$ cat config.mk
export PLATFORM = sky130hd
export DESIGN_NAME = sal_cmd_sched_flat
export DESIGN_NICKNAME = d
export VERILOG_FILES = /design/src/rtl/sal_cmd_sched_pkg.sv /design/src/rtl/sal_timing_if.sv /design/src/rtl/sal_rr_arb.sv /design/src/rtl/sal_timing_cntr.sv /design/src/rtl/sal_cmd_sched.sv /design/src/flat_wrapper.sv
export SDC_FILE = /design/constraint.sdc
export NUM_CORES = 1
export LEC_CHECK = 0
export BUFFER_PORTS_ARGS = -buffer_cell sky130_fd_sc_hd__buf_2
export CELL_PAD_IN_SITES_DETAIL_PLACEMENT = 1
export CELL_PAD_IN_SITES_GLOBAL_PLACEMENT = 1
export CORE_ASPECT_RATIO = 2
export CORE_MARGIN = 2
export CORE_UTILIZATION = 29
export DETAILED_ROUTE_END_ITERATION = 6
export PLACE_DENSITY_LB_ADDON = 0.2
export SKIP_LAST_GASP = 1
export SLEW_MARGIN = 10
export SYNTH_ARGS = -nofsm -noshare
export SYNTH_HDL_FRONTEND = slang
export SYNTH_SLANG_ARGS = --single-unit
$ cat constraint.sdc
create_clock -name clk -period 3.6 [get_ports clk]
set_input_delay 0.36 -clock clk [delete_from_list [all_inputs] [get_ports clk]]
set_output_delay 0.36 -clock clk [all_outputs]
set_load 0.02 [all_outputs]
$ cat src/rtl/sal_cmd_sched_pkg.sv
// Shared SAL DDR parameters: command field types, scheduler command encoding
// and timing-counter widths.
package sal_cmd_sched_pkg;

    localparam int RA_W  = 16;
    localparam int CA_W  = 10;
    localparam int ID_W  = 4;
    localparam int LEN_W = 8;
    localparam int SEQ_W = 8;

    localparam int T_RRD_W = 4;
    localparam int T_CCD_W = 4;
    localparam int T_WTR_W = 4;
    localparam int T_RTW_W = 4;
    localparam int T_FAW_W = 6;

    localparam int FAW_DEPTH = 4;
    localparam int NUM_CLS   = 4;

    typedef logic [RA_W-1:0]  dram_ra_t;
    typedef logic [CA_W-1:0]  dram_ca_t;
    typedef logic [ID_W-1:0]  axi_id_t;
    typedef logic [LEN_W-1:0] axi_len_t;
    typedef logic [SEQ_W-1:0] seq_num_t;

    typedef enum logic [2:0] {
        CMD_NOP = 3'd0,
        CMD_ACT = 3'd1,
        CMD_RD  = 3'd2,
        CMD_WR  = 3'd3,
        CMD_PRE = 3'd4,
        CMD_REF = 3'd5
    } sched_cmd_t;

    // Arbitration classes, listed highest priority first.
    typedef enum logic [1:0] {
        CLS_COL = 2'd0,
        CLS_ACT = 2'd1,
        CLS_PRE = 2'd2,
        CLS_REF = 2'd3
    } sched_cls_t;

endpackage

$ cat src/rtl/sal_timing_if.sv
// Inter-bank timing parameters (minus-one encoded) driven by the CSR block.
interface sal_timing_if;
    import sal_cmd_sched_pkg::*;

    logic [T_RRD_W-1:0] t_rrd_m1;
    logic [T_CCD_W-1:0] t_ccd_m1;
    logic [T_WTR_W-1:0] t_wtr_m1;
    logic [T_RTW_W-1:0] t_rtw_m1;
    logic [T_FAW_W-1:0] t_faw_m1;

    modport MON (input t_rrd_m1, t_ccd_m1, t_wtr_m1, t_rtw_m1, t_faw_m1);
endinterface

$ cat src/rtl/sal_rr_arb.sv
// Round-robin selector: first requester at or after ptr wins (one-hot grant).
module sal_rr_arb #(
    parameter int NUM_BANKS = 4
) (
    input  logic [NUM_BANKS-1:0]         req,
    input  logic [$clog2(NUM_BANKS)-1:0] ptr,
    output logic [NUM_BANKS-1:0]         gnt
);
    localparam int BW = $clog2(NUM_BANKS);

    logic [BW-1:0] idx;

    // Walk from the farthest offset back to ptr so the nearest requester wins.
    always_comb begin
        gnt = '0;
        idx = '0;
        for (int i = NUM_BANKS - 1; i >= 0; i--) begin
            idx = ptr + BW'(i);
            if (req[idx]) begin
                gnt      = '0;
                gnt[idx] = 1'b1;
            end
        end
    end
endmodule

$ cat src/rtl/sal_timing_cntr.sv
// Loadable countdown timer saturating at zero; a load beats the decrement.
module sal_timing_cntr #(
    parameter int W = 4
) (
    input  logic         clk,
    input  logic         rst_n,
    input  logic         load,
    input  logic [W-1:0] load_val,
    output logic         zero
);
    logic [W-1:0] cnt;

    always_ff @(posedge clk) begin
        if (!rst_n)
            cnt <= '0;
        else if (load)
            cnt <= load_val;
        else if (cnt != '0)
            cnt <= cnt - 1'b1;
    end

    assign zero = (cnt == '0);
endmodule

$ cat src/rtl/sal_cmd_sched.sv
// Inter-bank DDR command scheduler: class priority + per-class round robin,
// tRRD/tCCD/tWTR/tRTW gating; tFAW history only with SAL_FAW_CHECK_EN.
module sal_cmd_sched
    import sal_cmd_sched_pkg::*;
#(
    parameter int NUM_BANKS = 4
) (
    input  logic                         clk,
    input  logic                         rst_n,
    sal_timing_if.MON                    timing_if,
    input  logic [NUM_BANKS-1:0]         act_req_i,
    input  logic [NUM_BANKS-1:0]         rd_req_i,
    input  logic [NUM_BANKS-1:0]         wr_req_i,
    input  logic [NUM_BANKS-1:0]         pre_req_i,
    input  logic [NUM_BANKS-1:0]         ref_req_i,
    input  dram_ra_t [NUM_BANKS-1:0]     ra_i,
    input  dram_ca_t [NUM_BANKS-1:0]     ca_i,
    input  axi_id_t  [NUM_BANKS-1:0]     id_i,
    input  axi_len_t [NUM_BANKS-1:0]     len_i,
    input  seq_num_t [NUM_BANKS-1:0]     seq_num_i,
    output logic [NUM_BANKS-1:0]         act_gnt_o,
    output logic [NUM_BANKS-1:0]         rd_gnt_o,
    output logic [NUM_BANKS-1:0]         wr_gnt_o,
    output logic [NUM_BANKS-1:0]         pre_gnt_o,
    output logic [NUM_BANKS-1:0]         ref_gnt_o,
    output logic                         cmd_valid_o,
    output sched_cmd_t                   cmd_o,
    output logic [$clog2(NUM_BANKS)-1:0] bank_o,
    output dram_ra_t                     ra_o,
    output dram_ca_t                     ca_o,
    output axi_id_t                      id_o,
    output axi_len_t                     len_o,
    output seq_num_t                     seq_num_o
);
    localparam int BW = $clog2(NUM_BANKS);

    if (NUM_BANKS < 2 || NUM_BANKS > 16 || (NUM_BANKS & (NUM_BANKS - 1)) != 0) begin : g_bad_param
        $error("sal_cmd_sched: NUM_BANKS must be a power of two in 2..16");
    end

    logic [NUM_BANKS-1:0] col_any, eff_rd, eff_wr, eff_act, eff_pre, eff_ref;
    logic [NUM_CLS-1:0][NUM_BANKS-1:0] cls_req, cls_gnt;
    logic [NUM_CLS-1:0][BW-1:0] ptr_q;
    logic [NUM_BANKS-1:0] win;
    logic [BW-1:0] win_bank;
    sched_cls_t win_cls;
    sched_cmd_t win_cmd;
    logic fire, act_fire, rd_fire, wr_fire;
    logic rrd_zero, ccd_zero, wtr_zero, rtw_zero, faw_ok;
    logic rd_ok, wr_ok, act_ok;

    // Each bank competes only with its highest-priority request; a bank raising
    // both RD and WR is served as RD.
    always_comb begin
        col_any = rd_req_i | wr_req_i;
        eff_rd  = rd_req_i;
        eff_wr  = wr_req_i & ~rd_req_i;
        eff_act = act_req_i & ~col_any;
        eff_pre = pre_req_i & ~col_any & ~act_req_i;
        eff_ref = ref_req_i & ~col_any & ~act_req_i & ~pre_req_i;
    end

    assign rd_ok  = ccd_zero & wtr_zero;
    assign wr_ok  = ccd_zero & rtw_zero;
    assign act_ok = rrd_zero & faw_ok;

    always_comb begin
        cls_req          = '0;
        cls_req[CLS_COL] = (eff_rd & {NUM_BANKS{rd_ok}}) | (eff_wr & {NUM_BANKS{wr_ok}});
        cls_req[CLS_ACT] = eff_act & {NUM_BANKS{act_ok}};
        cls_req[CLS_PRE] = eff_pre;
        cls_req[CLS_REF] = eff_ref;
    end

    for (genvar c = 0; c < NUM_CLS; c++) begin : g_arb
        sal_rr_arb #(.NUM_BANKS(NUM_BANKS)) u_arb (
            .req (cls_req[c]),
            .ptr (ptr_q[c]),
            .gnt (cls_gnt[c])
        );
    end

    // Highest-priority class with any eligible requester takes the slot.
    always_comb begin
        win     = '0;
        win_cls = CLS_COL;
        for (int c = NUM_CLS - 1; c >= 0; c--) begin
            if (|cls_req[c]) begin
                win     = cls_gnt[c];
                win_cls = sched_cls_t'(c);
            end
        end
        if (!rst_n)
            win = '0;
    end

    always_comb begin
        win_bank = '0;
        for (int b = 0; b < NUM_BANKS; b++)
            if (win[b]) win_bank = BW'(b);
    end

    assign rd_gnt_o  = (win_cls == CLS_COL) ? (win & eff_rd) : '0;
    assign wr_gnt_o  = (win_cls == CLS_COL) ? (win & eff_wr) : '0;
    assign act_gnt_o = (win_cls == CLS_ACT) ? win : '0;
    assign pre_gnt_o = (win_cls == CLS_PRE) ? win : '0;
    assign ref_gnt_o = (win_cls == CLS_REF) ? win : '0;

    assign fire     = |win;
    assign act_fire = |act_gnt_o;
    assign rd_fire  = |rd_gnt_o;
    assign wr_fire  = |wr_gnt_o;

    always_comb begin
        win_cmd = CMD_NOP;
        if (fire) begin
            case (win_cls)
                CLS_COL: win_cmd = rd_fire ? CMD_RD : CMD_WR;
                CLS_ACT: win_cmd = CMD_ACT;
                CLS_PRE: win_cmd = CMD_PRE;
                CLS_REF: win_cmd = CMD_REF;
                default: win_cmd = CMD_NOP;
            endcase
        end
    end

    always_ff @(posedge clk) begin
        if (!rst_n)
            ptr_q <= '0;
        else if (fire)
            ptr_q[win_cls] <= win_bank + 1'b1;
    end

    sal_timing_cntr #(.W(T_RRD_W)) u_rrd (.clk(clk), .rst_n(rst_n), .load(act_fire),
        .load_val(timing_if.t_rrd_m1), .zero(rrd_zero));
    sal_timing_cntr #(.W(T_CCD_W)) u_ccd (.clk(clk), .rst_n(rst_n), .load(rd_fire | wr_fire),
        .load_val(timing_if.t_ccd_m1), .zero(ccd_zero));
    sal_timing_cntr #(.W(T_WTR_W)) u_wtr (.clk(clk), .rst_n(rst_n), .load(wr_fire),
        .load_val(timing_if.t_wtr_m1), .zero(wtr_zero));
    sal_timing_cntr #(.W(T_RTW_W)) u_rtw (.clk(clk), .rst_n(rst_n), .load(rd_fire),
        .load_val(timing_if.t_rtw_m1), .zero(rtw_zero));

`ifdef SAL_FAW_CHECK_EN
    logic [FAW_DEPTH-1:0] faw_zero, faw_load;

    // A new ACT always claims the lowest expired history slot.
    always_comb begin
        faw_load = '0;
        for (int k = FAW_DEPTH - 1; k >= 0; k--) begin
            if (faw_zero[k]) begin
                faw_load    = '0;
                faw_load[k] = act_fire;
            end
        end
    end

    for (genvar k = 0; k < FAW_DEPTH; k++) begin : g_faw
        sal_timing_cntr #(.W(T_FAW_W)) u_faw (.clk(clk), .rst_n(rst_n), .load(faw_load[k]),
            .load_val(timing_if.t_faw_m1), .zero(faw_zero[k]));
    end

    assign faw_ok = |faw_zero;
`else
    assign faw_ok = 1'b1;
`endif

    always_ff @(posedge clk) begin
        if (!fire) begin
            cmd_valid_o <= 1'b0;
            cmd_o       <= CMD_NOP;
            bank_o      <= '0;
            ra_o        <= '0;
            ca_o        <= '0;
            id_o        <= '0;
            len_o       <= '0;
            seq_num_o   <= '0;
        end else begin
            cmd_valid_o <= 1'b1;
            cmd_o       <= win_cmd;
            bank_o      <= win_bank;
            ra_o        <= ra_i[win_bank];
            ca_o        <= ca_i[win_bank];
            id_o        <= id_i[win_bank];
            len_o       <= len_i[win_bank];
            seq_num_o   <= seq_num_i[win_bank];
        end
    end
endmodule

$ cat src/flat_wrapper.sv
// flat-port wrapper written by rule: the top's interface ports become plain ports
module sal_cmd_sched_flat import sal_cmd_sched_pkg::*;
#(
    parameter int NUM_BANKS = 4
)
  (clk, rst_n, act_req_i, rd_req_i, wr_req_i, pre_req_i, ref_req_i, ra_i, ca_i, id_i, len_i, seq_num_i, act_gnt_o, rd_gnt_o, wr_gnt_o, pre_gnt_o, ref_gnt_o, cmd_valid_o, cmd_o, bank_o, ra_o, ca_o, id_o, len_o, seq_num_o, timing_if_t_rrd_m1, timing_if_t_ccd_m1, timing_if_t_wtr_m1, timing_if_t_rtw_m1, timing_if_t_faw_m1);
  sal_timing_if timing_if_i ();
  input  logic clk;
  input  logic rst_n;
  input  logic [NUM_BANKS-1:0] act_req_i;
  input  logic [NUM_BANKS-1:0] rd_req_i;
  input  logic [NUM_BANKS-1:0] wr_req_i;
  input  logic [NUM_BANKS-1:0] pre_req_i;
  input  logic [NUM_BANKS-1:0] ref_req_i;
  input  dram_ra_t [NUM_BANKS-1:0] ra_i;
  input  dram_ca_t [NUM_BANKS-1:0] ca_i;
  input  axi_id_t  [NUM_BANKS-1:0] id_i;
  input  axi_len_t [NUM_BANKS-1:0] len_i;
  input  seq_num_t [NUM_BANKS-1:0] seq_num_i;
  output logic [NUM_BANKS-1:0] act_gnt_o;
  output logic [NUM_BANKS-1:0] rd_gnt_o;
  output logic [NUM_BANKS-1:0] wr_gnt_o;
  output logic [NUM_BANKS-1:0] pre_gnt_o;
  output logic [NUM_BANKS-1:0] ref_gnt_o;
  output logic cmd_valid_o;
  output sched_cmd_t cmd_o;
  output logic [$clog2(NUM_BANKS)-1:0] bank_o;
  output dram_ra_t ra_o;
  output dram_ca_t ca_o;
  output axi_id_t id_o;
  output axi_len_t len_o;
  output seq_num_t seq_num_o;
  input wire logic [$bits(timing_if_i.t_rrd_m1)-1:0] timing_if_t_rrd_m1;
  input wire logic [$bits(timing_if_i.t_ccd_m1)-1:0] timing_if_t_ccd_m1;
  input wire logic [$bits(timing_if_i.t_wtr_m1)-1:0] timing_if_t_wtr_m1;
  input wire logic [$bits(timing_if_i.t_rtw_m1)-1:0] timing_if_t_rtw_m1;
  input wire logic [$bits(timing_if_i.t_faw_m1)-1:0] timing_if_t_faw_m1;
  assign timing_if_i.t_rrd_m1 = timing_if_t_rrd_m1;
  assign timing_if_i.t_ccd_m1 = timing_if_t_ccd_m1;
  assign timing_if_i.t_wtr_m1 = timing_if_t_wtr_m1;
  assign timing_if_i.t_rtw_m1 = timing_if_t_rtw_m1;
  assign timing_if_i.t_faw_m1 = timing_if_t_faw_m1;
  sal_cmd_sched #(.NUM_BANKS(NUM_BANKS)) u_core (.clk(clk), .rst_n(rst_n), .timing_if(timing_if_i), .act_req_i(act_req_i), .rd_req_i(rd_req_i), .wr_req_i(wr_req_i), .pre_req_i(pre_req_i), .ref_req_i(ref_req_i), .ra_i(ra_i), .ca_i(ca_i), .id_i(id_i), .len_i(len_i), .seq_num_i(seq_num_i), .act_gnt_o(act_gnt_o), .rd_gnt_o(rd_gnt_o), .wr_gnt_o(wr_gnt_o), .pre_gnt_o(pre_gnt_o), .ref_gnt_o(ref_gnt_o), .cmd_valid_o(cmd_valid_o), .cmd_o(cmd_o), .bank_o(bank_o), .ra_o(ra_o), .ca_o(ca_o), .id_o(id_o), .len_o(len_o), .seq_num_o(seq_num_o));
endmodule
==> metrics.txt <==
htree depth 3; gr ovfl total 0; synthesized area per cell 8.23 sq um; initial antenna violation count 0; synthesized area 0.00552 sq mm; Critical Path AT 3.92 ns; number of global-route vias before repair 7894; CTS Buffer Depth 2; CP Buf/Inv Count 6; PnR worst setup slack -0.128 ns; pin count of the biggest net entering global routing 64; Synth warnings 0; sequential share of the synthesized area 0.276; Setup violations, final 55; RD Place Congestion 0.960; Final Non-Filler Cells 1382; Final Util 0.541; ranking of synthesized cells by area dfxtp_1 (28%), mux4_2 (7.3%), o221ai_1 (7.1%); clk_lat worst skew 0.34 ns; core area 0.0187 sq mm; antenna fix cells 0; die extent in y 199 microns; crit-path cells inv_2 > ha_4 > and4bb_2 > and3_4 > a21o_1 > mux4_2 > or2_4 > a311o_1 > a32o_4 > buf_6 > buf_6 > a21boi_4 > buf_6 > buf_6 > clkbuf_16 > o221ai_2 > a31oi_1; count of different cell masters after synthesis 73; slowest CP cell mux4_2; Sum Neg Setup Slack -3.09 ns; Final Cycle Share 1.04; DP HPWL 22700 microns; Setup WS pre-CTS -0.354 ns; Die Area 0.0202 sq mm; Worst setup SP type register; Syn-to-layout area delta 83.7%; Final Hold Viols 0; Worst Setup End Kind register; Post-Syn Instances 671; starting utilization of the core area 0.295; Inserted Clock Buffers 9; Worst Clk Skew 0.00833 ns; global-route wire length before repair 43000 microns; worst min path class input port to register; DR WL/cell 22.4 microns; max-cap violation count 0; hold_buf cts 0; fmax 268 MHz; Crit Path Max Fanout 7; I/O pin cnt 300; Post-synth EDFFs 0; Detailed Routing Iterations Pass 1 4; CP required 3.79 ns; power consumption 9.60 mW; layout cells sized above 1 0.588; via count 7620; Final ANT Viol Nets 0; clock root buffer clkbuf_16; slowest stage delay, CP 0.48 ns; post-DR vias/cell 5.51; Worst-path clk slew 0.06 ns; status finished with violations; initial DRC count 207; cell with the most instances after synthesis nor2_1; pwr dens 947 mW/mm^2; DR DRC count 0; Final Max Tran Viols 0; commonest cells in the synthesized netlist nor2_1 (98), dfxtp_1 (76), nand2_1 (72); P_leak 4.52 nW; cell taking the most area after synthesis dfxtp_1; Placement Cell Area 0.00829 sq mm; Placed Cells 1320; Rel. slew slack 0.614; Syn Nets 923; Most common cell on crit path buf_6; post-route cell area 0.0101 sq mm; Tmin final 3.73 ns; Die W 102 microns; TritonCTS clock tree built; unrepaired setup endpoints after global routing yes; Routed Wire Length 31000 microns; IO Port Bufs 293; row count 71; Least-Margin Pin Slew 0.578 ns; Crit Path Class register to register; FF+latch count, synth 76; VDD IR max 0.000578 V; ys flop type dfxtp_1; Hold WS 0.231 ns; delay-heaviest family, CP compound AO/OA/AOI/OAI gates; violated checks negative setup slack; CTS sink cnt 76; Nets 1374; GRT Total Usage 0.282; Synth top area share 0.276; asr flop ratio synth 0
cell usage in the layout (no fill, tap or decap), types with 10 or more instances in the layout:
cell type and instances:
ha_1 19, clkbuf_16 13, buf_4 151, nor2_1 82
mux4_2 18, dfxtp_1 68, a21oi_1 20, inv_2 10
o21ai_0 10, buf_2 274, o221ai_2 35, a31oi_1 46
buf_6 46, nor2_4 14, nand2_1 71, inv_1 14
nor3_1 11, nand3_1 14
final cells by class:
cell class | instances | area [sq um]
Sequential cell | 76 | 1530
Tap cell | 255 | 319
Timing Repair Buffer | 488 | 3400
Fill cell | 2262 | 8600
Clock buffer | 13 | 260
Clock inverter | 3 | 43.8
Multi-Input combinational cell | 521 | 4480
Inverter | 26 | 104
per-layer routing:
layer / wire, microns / GRT usage
met1: 9970 / 0.261
met5: 0 / 0
met3: 1720 / 0.0577
met4: 1780 / 0.157
met2: 17600 / 0.548
repair_timing:
action | CTS | global route
cloned | 4 | 5
setup buffers | 24 | 18
resized for setup | 127 | 118
pin swaps | 44 | 97
endpoints found under the setup margin | 90 | 90
flip-flops by register name, summed over array words and instances, names as in the netlist, 4 cells and up:
name / flops
u_core.ra_o: 16
u_core.ca_o: 10
u_core.len_o: 8
u_core.ptr_q: 8
u_core.seq_num_o: 8
u_core.id_o: 4
u_core.u_ccd.cnt: 4
u_core.u_rrd.cnt: 4
u_core.u_rtw.cnt: 4
u_core.u_wtr.cnt: 4
path summary, 6_finish.rpt:
kind | start | endpoint | slack, ns | depth (start not counted)
worst max-delay path | u_core.u_rtw.cnt[1] | u_core.ra_o[0] | -0.13 | 17
worst min-delay path | timing_if_t_ccd_m1[3] | u_core.u_ccd.cnt[3] | 0.23 | 2
worst min register to register | u_core.ptr_q[0] | u_core.ptr_q[0] | 0.58 | 2
worst max register to register | u_core.u_rtw.cnt[1] | u_core.ra_o[0] | -0.13 | 17
cell families (layout without fill, tap and decap cells):
group           after synthesis  in the layout  share of synthesized area
compound gates              194            194                      0.262
xor+xnor                      7              7                     0.0111
fa+ha+maj                    24             24                     0.0544
buf+inv                      74            530                     0.0605
flops                        76             76                      0.276
mux                          29             29                     0.0934
simple gates                267            267                      0.243
where the power goes:
group | internal, mW | switching [mW]
combinational | 3.44 | 3.83
sequential | 1.23 | 0.137
clock | 0.578 | 0.386
No activity file was read; power rests on OpenSTA's default activity.
